<file path="config.mk">
export PLATFORM = sky130hd
export DESIGN_NAME = hyperbus_trans_splitter
export DESIGN_NICKNAME = d
export VERILOG_FILES = /design/src/rtl/hyperbus_pkg.sv /design/src/rtl/hyperbus_chunk_calc.sv /design/src/rtl/hyperbus_trans_splitter.sv
export SDC_FILE = /design/constraint.sdc
export NUM_CORES = 1
export LEC_CHECK = 0
export CORE_UTILIZATION = 35
export DETAILED_ROUTE_END_ITERATION = 16
export PLACE_DENSITY = 0.67
export SLEW_MARGIN = 10
export SYNTH_ARGS = -nofsm -noshare
export SYNTH_HDL_FRONTEND = slang
export SYNTH_HIERARCHICAL = 1
export SYNTH_SLANG_ARGS = --single-unit
</file>
<file path="constraint.sdc">
create_clock -name clk_i -period 6.65 [get_ports clk_i]
set_clock_uncertainty 0.15 [all_clocks]
set_input_delay 1.6625 -clock clk_i [delete_from_list [all_inputs] [get_ports clk_i]]
set_output_delay 1.6625 -clock clk_i [all_outputs]
set_load 0.03 [all_outputs]
</file>
<file path="src/rtl/hyperbus_pkg.sv">
// Shared HyperBus front-end definitions: splitter state encoding and the
// default burst/boundary limits also used by the AXI-side front-end.
package hyperbus_pkg;

  localparam int unsigned HB_MAX_BURST      = 256;
  localparam int unsigned HB_BOUNDARY_WORDS = 512;

  typedef enum logic [1:0] {
    ST_IDLE  = 2'd0,
    ST_ISSUE = 2'd1,
    ST_DATA  = 2'd2,
    ST_DONE  = 2'd3
  } splitter_state_t;

endpackage

</file>
<file path="src/rtl/hyperbus_chunk_calc.sv">
// Size of the next PHY transaction: the smallest of the words still owed,
// the maximum burst, and the room left before the next aligned boundary.
module hyperbus_chunk_calc
  import hyperbus_pkg::*;
#(
  parameter int unsigned BURST_WIDTH    = 12,
  parameter int unsigned LEN_WIDTH      = 16,
  parameter int unsigned MAX_BURST      = HB_MAX_BURST,
  parameter int unsigned BOUNDARY_WORDS = HB_BOUNDARY_WORDS
) (
  input  logic [31:0]            addr_i,
  input  logic [LEN_WIDTH-1:0]   remaining_i,
  output logic [BURST_WIDTH-1:0] chunk_o
);

  // One bit wider than either operand so the boundary room never wraps.
  localparam int unsigned CW = ((LEN_WIDTH > 32) ? LEN_WIDTH : 32) + 1;

  logic [CW-1:0] rem_ext;
  logic [CW-1:0] room;
  logic [CW-1:0] cap;
  logic [CW-1:0] lim;

  always_comb begin
    rem_ext = CW'(remaining_i);
    room    = CW'(BOUNDARY_WORDS) - CW'(addr_i & 32'(BOUNDARY_WORDS - 1));
    cap     = (room < CW'(MAX_BURST)) ? room : CW'(MAX_BURST);
    lim     = (rem_ext < cap) ? rem_ext : cap;
    chunk_o = BURST_WIDTH'(lim);
  end

endmodule

</file>
<file path="src/rtl/hyperbus_trans_splitter.sv">
// Splits one linear memory request into bounded, boundary-safe PHY
// transactions and gates the tx/rx beat streams to each transaction.
module hyperbus_trans_splitter
  import hyperbus_pkg::*;
#(
  parameter int unsigned BURST_WIDTH    = 12,
  parameter int unsigned NR_CS          = 2,
  parameter int unsigned LEN_WIDTH      = 16,
  parameter int unsigned MAX_BURST      = HB_MAX_BURST,
  parameter int unsigned BOUNDARY_WORDS = HB_BOUNDARY_WORDS
) (
  input  logic                   clk_i,
  input  logic                   rst_i,
  input  logic                   req_valid_i,
  output logic                   req_ready_o,
  input  logic [31:0]            req_addr_i,
  input  logic [LEN_WIDTH-1:0]   req_len_i,
  input  logic                   req_write_i,
  input  logic [NR_CS-1:0]       req_cs_i,
  output logic                   done_o,
  output logic                   trans_valid_o,
  input  logic                   trans_ready_i,
  output logic [31:0]            trans_address_o,
  output logic [NR_CS-1:0]       trans_cs_o,
  output logic                   trans_write_o,
  output logic [BURST_WIDTH-1:0] trans_burst_o,
  input  logic                   tx_valid_i,
  output logic                   tx_ready_o,
  input  logic [15:0]            tx_data_i,
  input  logic [1:0]             tx_strb_i,
  output logic                   phy_tx_valid_o,
  input  logic                   phy_tx_ready_i,
  output logic [15:0]            phy_tx_data_o,
  output logic [1:0]             phy_tx_strb_o,
  input  logic                   phy_rx_valid_i,
  output logic                   phy_rx_ready_o,
  input  logic [15:0]            phy_rx_data_i,
  output logic                   rx_valid_o,
  input  logic                   rx_ready_i,
  output logic [15:0]            rx_data_o,
  output splitter_state_t        dbg_state_o
);

  // Handshake semantics on every channel: a transfer happens in a cycle where
  // valid and ready are both high; valid never depends on ready.

  splitter_state_t        state_q, state_d;
  logic [31:0]            cur_addr_q, cur_addr_d;
  logic [LEN_WIDTH-1:0]   remaining_q, remaining_d;
  logic [BURST_WIDTH-1:0] beats_q, beats_d;
  logic                   write_q, write_d;
  logic [NR_CS-1:0]       cs_q, cs_d;

  logic [BURST_WIDTH-1:0] chunk;
  logic                   data_wr;
  logic                   data_rd;
  logic                   beat;

  hyperbus_chunk_calc #(
    .BURST_WIDTH    (BURST_WIDTH),
    .LEN_WIDTH      (LEN_WIDTH),
    .MAX_BURST      (MAX_BURST),
    .BOUNDARY_WORDS (BOUNDARY_WORDS)
  ) u_chunk_calc (
    .addr_i      (cur_addr_q),
    .remaining_i (remaining_q),
    .chunk_o     (chunk)
  );

  assign data_wr = (state_q == ST_DATA) &  write_q;
  assign data_rd = (state_q == ST_DATA) & ~write_q;
  assign beat    = data_wr ? (tx_valid_i & phy_tx_ready_i)
                           : (data_rd & phy_rx_valid_i & rx_ready_i);

  assign req_ready_o     = (state_q == ST_IDLE);
  assign trans_valid_o   = (state_q == ST_ISSUE);
  assign done_o          = (state_q == ST_DONE);
  assign trans_address_o = cur_addr_q;
  assign trans_cs_o      = cs_q;
  assign trans_write_o   = write_q;
  assign trans_burst_o   = chunk;
  assign dbg_state_o     = state_q;

  // Zero-latency data paths; only the handshake bits are gated.
  assign phy_tx_valid_o = data_wr & tx_valid_i;
  assign tx_ready_o     = data_wr & phy_tx_ready_i;
  assign phy_tx_data_o  = tx_data_i;
  assign phy_tx_strb_o  = tx_strb_i;
  assign rx_valid_o     = data_rd & phy_rx_valid_i;
  assign phy_rx_ready_o = data_rd & rx_ready_i;
  assign rx_data_o      = phy_rx_data_i;

  always_comb begin
    state_d     = state_q;
    cur_addr_d  = cur_addr_q;
    remaining_d = remaining_q;
    beats_d     = beats_q;
    write_d     = write_q;
    cs_d        = cs_q;
    case (state_q)
      ST_IDLE: begin
        if (req_valid_i) begin
          cur_addr_d  = req_addr_i >> 1;
          remaining_d = req_len_i;
          write_d     = req_write_i;
          cs_d        = req_cs_i;
          state_d     = (req_len_i == '0) ? ST_DONE : ST_ISSUE;
        end
      end
      ST_ISSUE: begin
        if (trans_ready_i) begin
          beats_d     = chunk;
          cur_addr_d  = cur_addr_q + 32'(chunk);
          remaining_d = remaining_q - LEN_WIDTH'(chunk);
          state_d     = ST_DATA;
        end
      end
      ST_DATA: begin
        if (beat) begin
          beats_d = beats_q - BURST_WIDTH'(1);
          if (beats_q == BURST_WIDTH'(1)) begin
            state_d = (remaining_q != '0) ? ST_ISSUE : ST_DONE;
          end
        end
      end
      default: state_d = ST_IDLE;
    endcase
  end

  always_ff @(posedge clk_i) begin
    if (rst_i) begin
      state_q     <= ST_IDLE;
      cur_addr_q  <= '0;
      remaining_q <= '0;
      beats_q     <= '0;
      write_q     <= 1'b0;
      cs_q        <= '0;
    end else begin
      state_q     <= state_d;
      cur_addr_q  <= cur_addr_d;
      remaining_q <= remaining_d;
      beats_q     <= beats_d;
      write_q     <= write_d;
      cs_q        <= cs_d;
    end
  end

endmodule

</file>
[Word-level counts from Yosys, hierarchy flattened]
Cells that the tools add are included.
Operators by class
  add/subtract/negate cells: 4
  $lt $le $gt $ge: 2
  eq/ne operators: 8
  multiplexer cells: 19
  bitwise operators: 9
  reductions and logical operators: 9
Operators by type and width (count)
  two-way mux 32 bit: 2
  case mux 32 bit (2 select lines): 1
  two-way mux 12 bit: 3
  less-than comparator 16 x 33 -> 1 bit: 1
  less-than comparator 33 x 9 -> 1 bit, second input constant: 1
  two-way mux 33 bit: 1
  adder 32 x 12 -> 32 bit: 1
  two-way mux 16 bit: 2
  case mux 16 bit (2 select lines): 1
  case mux 12 bit (2 select lines): 1
  logical NOT 16 bit: 1
  nonzero test 16 bit: 1
  subtractor 16 x 12 -> 16 bit: 1
  equality test 12 x 1 -> 1 bit, second input constant: 1
  two-way mux 2 bit: 6
  subtractor 12 x 1 -> 12 bit, second input constant: 1
  subtractor 10 x 9 -> 11 bit, first input constant: 1
  AND 1 bit: 8
  case mux 2 bit (3 select lines): 1
  AND reduction 3 bit: 2
  equality test 2 bit, second input constant: 2
  inequality test 2 x 1 -> 1 bit, second input constant: 2
  inequality test 2 bit, second input constant: 2
  AND reduction 4 bit: 1
  other kinds (6): 7
Word-level totals
  register bits: 65
  output and inout bits: 90

[Longest topological paths before layout]
Gate-level depths: netlist (run 1).
  depth in word-level cells: 8
  depth in mapped cells: 23
  mapped depth without buffers: 22

[Hierarchy]
The synthesis (run 1) kept the hierarchy.
Modules (own cells, without submodules)
  hyperbus_trans_splitter: instances 1, cells an instance 683, area an instance 4977.3 um2, seq. area each 1301.2 um2
  hyperbus_chunk_calc: instances 1, cells an instance 83, area an instance 589.3 um2, seq. area each 0.0 um2

[Least setup slack after synthesis (run 1)]
OpenSTA, ideal clock, no wires.
  path kind: register to register
  start point: register cur_addr_q[0], in the netlist trans_address_o[0]
  end point: register cur_addr_q[11], in the netlist trans_address_o[11]
  setup time: 0.114 ns
  arrival time: 5.747 ns
  data required time: 6.386 ns
  slack: 0.639 ns
  cell stages (with the launch flop): 21
  clock period less this slack: 6.011 ns
  path through: dfxtp_1 -> inv_1 -> ha_1 -> or4b_1 -> buf_2 -> nor4_1 -> nand2b_1 -> nand2_1 -> ha_1 -> nand3_1 -> or4_1 -> o21ai_4 -> mux2i_1 -> ha_1 -> a21o_1 -> a21oi_1 -> o21a_1 -> nor3_1 -> a2111oi_0 -> xor2_1 -> a2111oi_0
Between the ends
  cells in the longest elaborated chain, start to end: 8
RTL lines
  start: declaration: line hyperbus_trans_splitter.sv:48  | logic [31:0] cur_addr_q, cur_addr_d;
  start signal: assignment: line hyperbus_trans_splitter.sv:140  | cur_addr_q <= cur_addr_d;
  subtractor 10 x 9 -> 11 bit (*): line hyperbus_chunk_calc.sv:26  | room = CW'(BOUNDARY_WORDS) - CW'(addr_i & 32'(BOUNDARY_WORDS - 1));
  less-than comparator 33 x 9 -> 1 bit: line hyperbus_chunk_calc.sv:27  | cap = (room < CW'(MAX_BURST)) ? room : CW'(MAX_BURST);
  two-way mux 33 bit (*): line hyperbus_chunk_calc.sv:27
  less-than comparator 16 x 33 -> 1 bit: line hyperbus_chunk_calc.sv:28  | lim = (rem_ext < cap) ? rem_ext : cap;
  two-way mux 12 bit (*): line hyperbus_chunk_calc.sv:28
  named net trans_burst_o[1]: line hyperbus_trans_splitter.sv:26  | output logic [BURST_WIDTH-1:0] trans_burst_o,
  adder 32 x 12 -> 32 bit (*): line hyperbus_trans_splitter.sv:113  | cur_addr_d = cur_addr_q + 32'(chunk);
  two-way mux 32 bit (*): line hyperbus_trans_splitter.sv:111  | if (trans_ready_i) begin
  case mux 32 bit (2 select lines) (*): line hyperbus_trans_splitter.sv:100  | case (state_q)
Mark *: on every way through the listed nets, which the timed path passes. The rest lies on a longest branch. The select of a mux whose other input is x is not followed.
A chain may end at the register's enable or synchronous reset.

[Worst setup path in the final report (run 1)]
  start point: register cur_addr_q[0], in the netlist trans_address_o[0]
  end point: output trans_burst_o[6]
Between the ends
  cells in the longest elaborated chain, start to end: 5
RTL lines (line)
  subtractor 10 x 9 -> 11 bit (*): hyperbus_chunk_calc.sv:26
  less-than comparator 33 x 9 -> 1 bit: hyperbus_chunk_calc.sv:27
  two-way mux 33 bit (*): hyperbus_chunk_calc.sv:27
  less-than comparator 16 x 33 -> 1 bit: hyperbus_chunk_calc.sv:28
  two-way mux 12 bit (*): hyperbus_chunk_calc.sv:28
  end: declaration: hyperbus_trans_splitter.sv:26
Every way passes the cells marked *; elsewhere a longest branch is shown, timed or not.

==> flow_summary.yaml, run 1 <==
run_status:
  status: "complete, no violations"
floorplanning:
  start_util_pct: 36.2
  die-area_um2: 16400
  die_h_um: 128
  fp-row-count: 45
  ios: 183
  die_w_um: 128
  design.core.area_um2: 15400
route:
  routed_wl_mm: 17.2
  vias: 5849
  drt-wirelength-per-cell_um: 16.6
  drt_iter0_markers: 407
  drc: 0
  final_antenna_net_count: 0
  drt_first_pass_iters: 5
  vias_per_cell: 5.63
timing:
  fin_ws_ns: 0.281
  max_freq_ghz: 0.157
  hold_slack_ns: 0.308
  setup-tns-final_ns: 0
  period_needed_ns: 6.37
  setup_violations: 0
  max_slew_margin_pct: 43.0
  slew_violations: 0
  period_share_pct: 95.8
  tightest_slew_ns: 0.854
  finalHoldViolations: 0
  rsz0062_at_grt: "false"
yosys:
  yosys.cell_types.count: 65
  avgSynthCellArea_um2: 7.27
  synthCells: 766
  seq_area_frac_synth_pct: 23.4
  async_flop_share_pct: 0
  synth_warnings: 6
  yosys_most_used_dff: "dfxtp_1"
  ys_ff_latch: 65
  syn_area_um2: 5570
  synth_edf_count: 0
cells_and_area:
  areaGrowthSynthToFinish_pct: 24.1
  nFillCells: 1584
  mostFrequentLayoutCell: "clkdlybuf4s50_1"
  nets: 956
  drive_above_1_share_pct: 5.19
  mostFrequentLayoutCells: "clkdlybuf4s50_1, nand2_1, nor2_1"
  n_antenna_cell: 0
worst_setup_path:
  endpoint: "trans_burst_o[6]"
  crit_start: "trans_address_o[0]"
  regToRegSetupSlack_ns: 0.53
  crit_path_max_incr_delay_ns: 0.68
  required_ns: 4.84
  worstSetupEndpointType: "primary output"
  crit_chain: "inv_1 > ha_1 > or4b_1 > nor4_2 > nand2b_1 > nand2_1 > ha_1 > nand3_1 > or4_1 > o21ai_4 > mux2i_1 > buf_4 > clkdlybuf4s50_1"
  crit_top_cell: "ha_1"
  r2r_cells: 21
  path_max_fanout: 9
  worstSetupPathType: "register to primary output"
  cp-start-kind: "register"
  worst_ep_arrival_time_ns: 4.56
  reg2reg_from: "trans_address_o[0]"
  crit_slowest_cell: "clkdlybuf4s50_1"
  r2r-end: "trans_address_o[11]"
global_route:
  grtUsageTotal_pct: 21.1
  grt_max_degree: 71
  grt_pass1_wl_mm: 27.4
  antenna_found_initial: 0
  grt_remaining_overflow: 0
  first_global_vias: 5381
clock_tree:
  clkSlewWorstSetupHoldPaths_ns: 0.05
  cts.path.max_buffers: 2
  clk-insertion-delay-late_ns: 0.34
  cts.sinks: 65
  cts_tree: "yes"
  numCtsBuffers: 9
  h-tree-depth: 3
  root_buffer: "clkbuf_16"
placed_design:
  port_buffers: 110
  post-place-ws_ns: 0.467
  place_congestion: 0.850
  dp.final_hpwl_mm: 12.0
pwr:
  combPwrFrac_pct: 50.0
  clkPwrFrac_pct: 23.7
  p_total_mw: 1.91
  p_sw_mw: 0.798
  swShare_pct: 41.9
  ir_drop_v: 0.000131
  power_frac_seq_pct: 26.3
  power_leakage_nw: 2.63
  internal_power_mw: 1.11
  powerDensity_nw_per_um2: 276
run:
  maxCapViolCount: 0
worst_hold_path:
  hold_class: "register to register"
final cells by class:
class,instances,area [µm²],area share [%]
Multi-Input combinational cell,587,3710,53.6
Sequential cell,65,1300,18.8
Timing Repair Buffer,126,1230,17.8
Tap cell,211,264,3.82
Inverter,37,139,2.01
Clock buffer,13,270,3.91
critical path, delay by kind of cell, from the launching register on:
family,cells,cell delay (ns)
and+or+nand+nor,6,1.89
DFF,1,0.37
AOI/OAI and AO/OA,1,0.29
buffers and inverters,3,0.97
muxes,1,0.21
adders and majority gates,2,0.48
metrics by stage:
step / cell area [µm²] / std cells / utilization [%]
final: 6910 / 1039 / 45.0
after global routing: 6910 / 1039 / 45.0
after CTS: 6880 / 1037 / 44.7
after detailed placement: 6610 / 1024 / 43.0
after global placement: 6610 / 1024 / 43.0
after floorplan: 5570 / 768 / -
registers in the layout, indices dropped and copies added, names as in the netlist:
name / flops
trans_address_o: 32
beats_q: 12
trans_cs_o: 2
dbg_state_o: 2
trans_write_o: 1
remaining_q: 16
metal layers:
layer	up-vias	global-route usage, %	part of all wire [%]
li1	2880	-	-
met1	2721	28.1	48
met2	224	33.7	44
met3	24	4.59	6.6
met4	0	6.85	1.5
met5	-	0	0
worst min-delay path by stage:
stage | startpoint | endpoint | cells past startpoint
after floorplan | beats_q[6] | beats_q[6] | 2
after global placement | trans_cs_o[0] | trans_cs_o[0] | 2
after detailed placement | trans_cs_o[0] | trans_cs_o[0] | 2
after CTS | trans_cs_o[0] | trans_cs_o[0] | 2
after global routing | trans_cs_o[0] | trans_cs_o[0] | 2
final | trans_cs_o[1] | trans_cs_o[1] | 2
cell families (layout without fill, tap and decap cells):
kind of cell,Yosys count,after routing,share of synthesized area (%)
fa+ha+maj,37,37,8.59
flops,65,65,23.4
mux,16,16,2.94
simple gates,303,303,26.2
xor+xnor,16,16,2.52
buf+inv,116,176,10.4
compound gates,212,212,25.9
other cells,1,3,0.0674
cell usage after synthesis, types with 7 or more instances:
| cell | count | area share, % |
|---|---|---|
| inv_1 | 37 | 2.5 |
| o211ai_1 | 7 | 0.94 |
| a22oi_1 | 12 | 1.6 |
| and3_1 | 14 | 1.6 |
| buf_4 | 37 | 5.0 |
| o21ai_0 | 40 | 3.6 |
| xnor2_1 | 14 | 2.2 |
| a311oi_1 | 15 | 2.4 |
| mux2i_1 | 13 | 2.3 |
| a31oi_1 | 12 | 1.3 |
| clkbuf_1 | 36 | 2.4 |
| or3_1 | 13 | 1.5 |
| a21oi_1 | 51 | 4.6 |
| nor2_1 | 74 | 5.0 |
| nand4_1 | 7 | 0.79 |
| a211oi_1 | 16 | 2.2 |
| nor3_1 | 28 | 2.5 |
| nor4_1 | 15 | 1.7 |
| nand3_1 | 32 | 2.9 |
| nand2_1 | 85 | 5.7 |
| dfxtp_1 | 65 | 23 |
| a21o_1 | 8 | 1.1 |
| ha_1 | 35 | 7.9 |
| or4_1 | 7 | 0.94 |
what timing repair did:
action                                  4_1_cts  5_1_grt
hold buffers                                  0        0
setup buffers                                 0        2
gates resized for setup                       0        6
endpoints found under the setup margin        0        8
power by group through the flow:
stage | Combinational (mW) | Clock, mW | Sequential, mW
final | 0.953 | 0.452 | 0.502
after global routing | 1.05 | 0.472 | 0.510
after CTS | 0.938 | 0.460 | 0.500
after detailed placement | 0.932 | 0 | 0.507
after global placement | 0.925 | 0 | 0.507
after floorplan | 0.659 | 0 | 0.531
Power figures use the tool's default switching activity.
==> run 2, diff against run 1 <==
--- a/config.mk
+++ b/config.mk
@@ -5,9 +5,9 @@
 export SDC_FILE = /design/constraint.sdc
 export NUM_CORES = 1
 export LEC_CHECK = 0
-export CORE_UTILIZATION = 35
+export CORE_UTILIZATION = 47
 export DETAILED_ROUTE_END_ITERATION = 16
-export PLACE_DENSITY = 0.67
+export PLACE_DENSITY = 0.85
 export SLEW_MARGIN = 10
 export SYNTH_ARGS = -nofsm -noshare
 export SYNTH_HDL_FRONTEND = slang
==> run 2 against run 1 <==
Effect of this change:
- first-iteration DRC count up 26%
- sequential power about the same
- clock power up 16%
- die area down 25%
- fmax down 0.70%
- clock-buffer cell count down 2
- critical path type unchanged
- highest routed layer unchanged
==> flow_summary.yaml, run 2 (same netlist as run 1, synthesis figures left out) <==
timing:
  hold_slack_ns: 0.315
  finalHoldViolations: 0
  max_slew_margin_pct: 42.3
  slew_violations: 0
  tightest_slew_ns: 0.865
  setup-tns-final_ns: 0
  period_share_pct: 96.4
  max_freq_ghz: 0.156
  fin_ws_ns: 0.236
  setup_violations: 0
  period_needed_ns: 6.41
clock_tree:
  clk-insertion-delay-late_ns: 0.34
  cts_tree: "yes"
  cts.path.max_buffers: 2
  hold_buffers: 0
  cts.sinks: 65
  clkSlewWorstSetupHoldPaths_ns: 0.06
  root_buffer: "clkbuf_16"
  h-tree-depth: 3
  numCtsBuffers: 9
worst_setup_path:
  crit_slowest_cell: "clkdlybuf4s50_1"
  reg2reg_from: "trans_address_o[0]"
  r2r-end: "trans_address_o[11]"
  cp-start-kind: "register"
  worst_ep_arrival_time_ns: 4.60
  worstSetupEndpointType: "primary output"
  crit_path_max_incr_delay_ns: 0.71
  crit_family: "simple AND/OR/NAND/NOR gates"
  worst-path-buf-inv: 3
  path_max_fanout: 9
  crit_top_cell: "ha_1"
  worstSetupPathType: "register to primary output"
  regToRegSetupSlack_ns: 0.51
  required_ns: 4.84
  r2r_cells: 21
  crit_start: "trans_address_o[0]"
  crit_chain: "inv_1 > ha_1 > or4b_1 > nor4_2 > nand2b_1 > nand2_1 > ha_1 > nand3_1 > or4_1 > o21ai_4 > buf_4 > mux2i_1 > clkdlybuf4s50_1"
placed_design:
  place_congestion: 0.873
  port_buffers: 110
  dp.final_hpwl_mm: 11.1
  post-place-ws_ns: 0.488
cells_and_area:
  multi_input_comb_area_um2: 3710
  mostFrequentLayoutCell: "clkdlybuf4s50_1"
  n_antenna_cell: 0
  mostFrequentLayoutCells: "clkdlybuf4s50_1, nand2_1, nor2_1"
  largest_reg_flops: 32
  nFillCells: 1042
  areaGrowthSynthToFinish_pct: 24.3
  nets: 959
  drive_above_1_share_pct: 6.00
  seqCellArea_um2: 1300
  utilization_pct: 60.3
floorplanning:
  die-area_um2: 12300
  start_util_pct: 48.5
  ios: 183
  design.core.area_um2: 11500
  die_w_um: 111
  die_h_um: 111
  fp-row-count: 39
pwr:
  powerDensity_nw_per_um2: 289
  power_leakage_nw: 2.69
  power_frac_seq_pct: 25.1
  p_sw_mw: 0.815
  internal_power_mw: 1.18
  ir_drop_v: 0.000293
  combPwrFrac_pct: 48.7
  clkPwrFrac_pct: 26.2
  swShare_pct: 40.8
global_route:
  grtUsageTotal_pct: 26.9
  first_global_vias: 5553
  antenna_found_initial: 0
  grt_max_degree: 71
  grt_pass1_wl_mm: 27.0
  grt_remaining_overflow: 0
route:
  routed_wl_mm: 16.7
  drt_first_pass_iters: 5
  final_antenna_net_count: 0
  drc: 0
  drt-wirelength-per-cell_um: 17.1
  vias_per_cell: 6.17
  vias: 6030
  drt_iter0_markers: 514
run:
  maxCapViolCount: 0
worst_hold_path:
  whs_endpoint: "trans_cs_o[1]"
  hold_start: "trans_cs_o[1]"
  hold_class: "register to register"
  whs_path_depth: 2
run_status:
  status: "complete, no violations"
run 2: power by group through the flow:
stage          combinational [mW]  sequential, mW  clock [mW]
2_1_floorplan               0.659           0.531           0
3_3_place_gp                0.914           0.505           0
3_5_place_dp                0.928           0.506           0
4_1_cts                     0.937           0.499       0.524
5_1_grt                      1.06           0.509       0.542
6_report                    0.972           0.501       0.523
run 2: how the worst max path moves through the flow:
stage | slack [ns] | depth (start not counted) | to
CTS | 0.03 | 12 | trans_burst_o[6]
finish | 0.24 | 13 | trans_burst_o[1]
detailed placement | 0.49 | 12 | trans_burst_o[6]
global placement | 0.52 | 12 | trans_burst_o[8]
floorplan | 0.64 | 20 | trans_address_o[11]
global route | -0.001 | 15 | trans_burst_o[0]
run 2: what timing repair did:
action                                 CTS  global route
resized for setup                        0             8
endpoints found under the hold margin    0             0
setup endpoints to repair                0            10
buffers inserted                         0             4
run 2: final cells by class:
type,instances,area share [%]
inverters,37,2.01
flip-flops and latches,65,18.8
clock inverters,5,1.14
clock buffers,11,3.51
repair buffers,129,18.3
well taps,143,2.59
multi-input cells,587,53.6
run 2: metal layers:
layer	routed length [µm]	part of all wire, %	track usage [%]
met2	7590	46	43.3
met5	0	0	0
met4	523	3.1	11.2
met1	7180	43	33.8
met3	1370	8.2	7.16
run 2: worst register-to-register path: cells and delay by family (launching register included):
| family | cells | cell delay (ns) |
|---|---|---|
| multiplexers | 1 | 0.36 |
| AND/OR/NAND/NOR | 7 | 2.00 |
| buffers and inverters | 3 | 0.49 |
| AO/OA/AOI/OAI | 6 | 1.78 |
| XOR/XNOR | 1 | 0.12 |
| flip-flops | 1 | 0.37 |
| adder cells (fa/ha/maj) | 3 | 0.76 |
run 2: per-stage QoR:
stage,area (µm²),cells,power (mW)
floorplan,5570,768,1.19
global placement,6530,957,1.42
detailed placement,6530,957,1.43
CTS,6850,973,1.96
global route,6920,977,2.11
finish,6920,977,2.00
